[src/rtl/axi_write_response_tracker.sv]
`default_nettype none
// ==========================================================================
// axi_write_response_tracker : AXI B-channel consumer, outstanding-write
// gate and response/timeout fault flags.                 Revision: 1.0
// ==========================================================================
module axi_write_response_tracker #(
  parameter int MAX_OUTSTANDING = 16,
  parameter int CNT_W           = $clog2(MAX_OUTSTANDING + 1),
  parameter int TIMEOUT_CYCLES  = 1024,
  parameter int TO_W            = $clog2(TIMEOUT_CYCLES)
) (
  input  logic             clk,
  input  logic             i_reset,
  input  logic             i_awvalid,
  input  logic             i_awready,
  input  logic             i_bvalid,
  input  logic [1:0]       i_bresp,
  input  logic             i_err_clear,
  output logic             o_bready,
  output logic             o_aw_allow,
  output logic [CNT_W-1:0] o_outstanding,
  output logic             o_idle,
  output logic             o_err,
  output logic [1:0]       o_err_resp,
  output logic [7:0]       o_err_count,
  output logic             o_unexpected_b,
  output logic             o_aw_overflow,
  output logic             o_timeout
);

  typedef enum logic [1:0] {
    S_IDLE  = 2'd0,
    S_BUSY  = 2'd1,
    S_FULL  = 2'd2,
    S_FAULT = 2'd3
  } state_e;

  localparam logic [CNT_W-1:0] C_MAX     = CNT_W'(MAX_OUTSTANDING);
  localparam logic [TO_W-1:0]  C_TO_LAST = TO_W'(TIMEOUT_CYCLES - 1);
  localparam logic [TO_W-1:0]  C_TO_ARM  = TO_W'(TIMEOUT_CYCLES - 2);

  state_e           state_q, state_d;
  logic [CNT_W-1:0] count_q, count_d;
  logic [TO_W-1:0]  to_q, to_d;
  logic             bready_q;
  logic             err_q, err_d;
  logic [1:0]       err_resp_q, err_resp_d;
  logic [7:0]       err_count_q, err_count_d;
  logic             unexp_q, unexp_d;
  logic             ovf_q, ovf_d;
  logic             timeout_q, timeout_d;

  logic aw_fire, b_fire, cnt_full, cnt_zero, to_fire, bad_resp;

  always_comb begin
    aw_fire  = i_awvalid & i_awready;
    b_fire   = i_bvalid & bready_q;
    cnt_full = (count_q == C_MAX);
    cnt_zero = (count_q == '0);
    bad_resp = b_fire & ((i_bresp == 2'd2) | (i_bresp == 2'd3));

    count_d = count_q;
    if (aw_fire && !cnt_full) count_d = count_d + CNT_W'(1);
    if (b_fire && !cnt_zero)  count_d = count_d - CNT_W'(1);

    // Fires on the cycle the counter steps onto its last value, then keeps
    // re-firing while it holds there; a clear pulse always wins.
    to_fire = !i_err_clear && !cnt_zero && !b_fire && (to_q >= C_TO_ARM);
    if (i_err_clear || b_fire || cnt_zero) to_d = '0;
    else if (to_fire)                      to_d = C_TO_LAST;
    else                                   to_d = to_q + TO_W'(1);

    if (state_q == S_FAULT && !i_err_clear) state_d = S_FAULT;
    else if (to_fire)                       state_d = S_FAULT;
    else if (count_d == '0)                 state_d = S_IDLE;
    else if (count_d == C_MAX)              state_d = S_FULL;
    else                                    state_d = S_BUSY;

    err_d       = err_q;
    err_resp_d  = err_resp_q;
    err_count_d = err_count_q;
    if (i_err_clear) begin
      err_d       = bad_resp;
      err_resp_d  = bad_resp ? i_bresp : 2'd0;
      err_count_d = bad_resp ? 8'd1 : 8'd0;
    end else if (bad_resp) begin
      err_d = 1'b1;
      if (!err_q) err_resp_d = i_bresp;
      if (err_count_q != 8'hFF) err_count_d = err_count_q + 8'd1;
    end

    unexp_d   = (b_fire & cnt_zero & ~aw_fire) | (unexp_q & ~i_err_clear);
    ovf_d     = (aw_fire & cnt_full) | (ovf_q & ~i_err_clear);
    timeout_d = to_fire | (timeout_q & ~i_err_clear);
  end

  always_ff @(posedge clk or negedge i_reset) begin
    if (!i_reset) begin
      state_q     <= S_IDLE;
      count_q     <= '0;
      to_q        <= '0;
      bready_q    <= 1'b0;
      err_q       <= 1'b0;
      err_resp_q  <= 2'd0;
      err_count_q <= 8'd0;
      unexp_q     <= 1'b0;
      ovf_q       <= 1'b0;
      timeout_q   <= 1'b0;
    end else begin
      state_q     <= state_d;
      count_q     <= count_d;
      to_q        <= to_d;
      bready_q    <= 1'b1;
      err_q       <= err_d;
      err_resp_q  <= err_resp_d;
      err_count_q <= err_count_d;
      unexp_q     <= unexp_d;
      ovf_q       <= ovf_d;
      timeout_q   <= timeout_d;
    end
  end

  // bready_q doubles as "out of reset" so every output reads 0 while reset is held.
  assign o_bready       = bready_q;
  assign o_aw_allow     = bready_q & (state_q != S_FAULT) & ~cnt_full;
  assign o_idle         = bready_q & (state_q == S_IDLE);
  assign o_outstanding  = count_q;
  assign o_err          = err_q;
  assign o_err_resp     = err_resp_q;
  assign o_err_count    = err_count_q;
  assign o_unexpected_b = unexp_q;
  assign o_aw_overflow  = ovf_q;
  assign o_timeout      = timeout_q;

endmodule
`default_nettype wire
[config.mk]
export PLATFORM = sky130hd
export DESIGN_NAME = axi_write_response_tracker
export DESIGN_NICKNAME = d
export VERILOG_FILES = /design/src/rtl/axi_write_response_tracker.sv
export SDC_FILE = /design/constraint.sdc
export NUM_CORES = 1
export LEC_CHECK = 0
export BUFFER_PORTS_ARGS = -buffer_cell sky130_fd_sc_hd__buf_4
export CAP_MARGIN = 20
export CORE_ASPECT_RATIO = 0.8
export CORE_UTILIZATION = 49
export DETAILED_ROUTE_END_ITERATION = 7
export GPL_ROUTABILITY_DRIVEN = 0
export HOLD_SLACK_MARGIN = 0.12
export PLACE_DENSITY_LB_ADDON = 0.3
export SETUP_SLACK_MARGIN = 0.05
export SYNTH_ARGS = -nofsm -noshare
export SYNTH_HDL_FRONTEND = slang
export SYNTH_SLANG_ARGS = --single-unit
[constraint.sdc]
create_clock -name clk -period 2 [get_ports clk]
set_input_delay 0.4 -clock clk [delete_from_list [all_inputs] [get_ports clk]]
set_output_delay 0.4 -clock clk [all_outputs]
set_load 0.03 [all_outputs]
==> metrics.yaml <==
outcome:
  status: "completed"
global_route:
  grt_max_degree: 33
  grt_pass1_vias: 1328
  grt-ovfl-total: 0
  grt_pass1_wl_um: 6180
  antenna_found_initial: 0
  grt_usage_pct: 23.7
clocking:
  htreeDepth: 2
  cts_sinks: 32
  cts_buffers: 5
  cts-root-buf: "clkbuf_8"
  clockBufferDepth: 2
  post_cts_buffers: 0
  insertion_delay_ns: 0.28
  clkSlewWorstSetupHoldPaths_ns: 0.06
  cts_tree: "yes"
critical_path:
  cp_data_required_time_ns: 1.60
  crit_start: "o_outstanding[1]"
  crit-reg2reg-capture: "state_q[0]"
  crit_arrival_ns: 1.48
  slowest_stage: "dfrtp_1"
  crit_fanout: 6
  worstReg2RegStart: "to_q[0]"
  slowest_delay_ns: 0.43
  start_kind: "register"
  cp-end-kind: "output port"
  reg2reg_slack_ns: 0.16
  crit_cells: 5
  worstPathCellList: "inv_2 -> ha_4 -> nand4bb_4 -> and3_4 -> buf_4"
  path_buf_inv: 2
  criticalPathCategory: "reg2out"
  rr_worst_depth: 7
  cp_top_family: "flip-flops"
routing:
  vias: 1354
  drt-total-wl_um: 3650
  drtIter0Drc: 65
  via_per_inst: 5.64
  drt_pass1_iterations: 4
  final_antenna_net_count: 0
  routedWlPerCell_um: 15.2
  drc_errors: 0
timing:
  setup_viol: 0
  max_freq_ghz: 0.533
  hold_viol_final: 0
  maxSlewHeadroom_pct: 62.2
  skew_ns: 0.00699
  period_minus_slack_ns: 1.88
  final_max_slew_viol_count: 0
  min_period_over_period_pct: 93.8
  tns_ns: 0
  worstMarginPinSlew_ns: 0.563
  rsz0062_at_grt: "no"
placement:
  dp_hpwl_um: 2620
  dpl.cell_count: 231
  port_buffers: 29
synthesis:
  synth_edf_count: 0
  syn_avg_cell_area_um2: 10.4
  synth_area_leaders: "dfrtp_1, xor2_1, a21oi_1"
  synth_area_mm2: 0.00168
  syn-instance-count: 162
  synth_seq_area_share_pct: 47.5
  synth_seq_cells: 32
  synthDistinctLibCells: 42
  synth_warnings: 0
  yosysTopAreaCell: "dfrtp_1"
  synth_nets: 175
  async_flop_share_pct: 100
  synth_top_area_share_pct: 47.5
  synthFlopType: "dfrtp_1"
floorplanning:
  core_region_area_mm2: 0.00318
  die_h_um: 54.4
  initial_core_util_pct: 53.0
  io_pins: 30
  row_count: 18
  die_width_um: 67.5
  die-area_mm2: 0.00368
pwr:
  vdd_drop_max_mv: 0.706
  power_density_mw_per_mm2: 1060
  power.leakage_nw: 0.959
hold_path:
  hold_end: "o_err_resp[0]"
  min_from: "i_bresp[0]"
  hold_path.class: "in2reg"
  hold-path-cell-count: 3
cells_and_area:
  area_growth_pct: 24.6
  stdcell_count: 240
  drive_gt1_share_pct: 26.5
  layout_commonest_cell: "buf_4"
  diodes: 0
  nets: 212
  final_cell_mix: "buf_4, dfrtp_1, nand2_1"
job:
  cap_violations: 0
## per-stage QoR
stage          setup WS (ns)  total power [mW]  hold slack (ns)  instance area [um^2]  util, %
2_1_floorplan         0.0539              1.51            0.104                  1730        -
3_3_place_gp           0.209              1.72            0.349                  2000     63.0
3_5_place_dp           0.146              1.75            0.355                  2000     63.0
4_1_cts               0.0703              2.23            0.348                  2090     65.9
5_1_grt               0.0602              2.35            0.372                  2100     66.1
6_report               0.124              2.23            0.360                  2100     66.1
## cells by family after synthesis
logic type                 synth area share [%]
AOI/OAI and AO/OA                          13.4
other                                     0.223
DFF                                        47.5
adders and majority gates                  3.71
and+or+nand+nor                            21.3
buffers and inverters                      2.67
muxes                                     0.594
xor gates and xnor gates                   10.5
## power breakdown
group	total (mW)	internal [mW]	leakage, nW	switching (mW)
logic	0.898	0.398	0.494	0.500
registers	0.866	0.735	0.423	0.132
clock network	0.464	0.244	0.0422	0.220
## cells in the mapped netlist (5+ instances only)
cell type,n
xor2_1,12
a21oi_1,13
inv_1,9
nand2_1,14
o21ai_0,5
nand4_1,5
nor2_1,9
xnor2_1,5
dfrtp_1,32
ha_1,5
nand3_1,7
## worst reg2reg max path, delay by kind of cell, from the launching register on
kind / cells / cell delay [ns]
compound gates: 2 / 0.45
fa+ha+maj: 1 / 0.14
simple gates: 3 / 0.69
flops: 1 / 0.42
buf+inv: 1 / 0.08
## layout make-up
cell class / instances / area [um^2]
Inverter: 9 / 36.3
Fill cell: 246 / 1080
Multi-Input combinational cell: 118 / 878
Clock buffer: 7 / 76.3
Tap cell: 40 / 50.0
Timing Repair Buffer: 33 / 250
Clock inverter: 1 / 5.00
Sequential cell: 32 / 802
## per-layer routing
layer,wire length (um),vias up,GRT usage (%)
met5,0,-,0
met4,47,0,11.7
met3,157,5,5.83
met2,1740,38,36.5
met1,1700,652,31.4
li1,-,659,-
## timing repair
item | CTS | global route
hold buffers | 1 | 0
setup endpoints to repair | 0 | 2
gates resized for setup | 0 | 2
hold endpoints to repair | 32 | 0
## how the worst max path moves through the flow
stage,to,slack (ns)
3_5_place_dp,state_q[0],0.15
5_1_grt,state_q[0],0.06
3_3_place_gp,state_q[0],0.21
4_1_cts,o_aw_allow,0.07
2_1_floorplan,state_q[0],0.05
6_report,o_aw_allow,0.12
## state kept, by name (all words and copies together), names as in the netlist, 2 cells and up
register       count
to_q              10
o_err_count        8
o_outstanding      5
o_err_resp         2
state_q            2
Note: power is estimated with default switching activity, not from simulation.
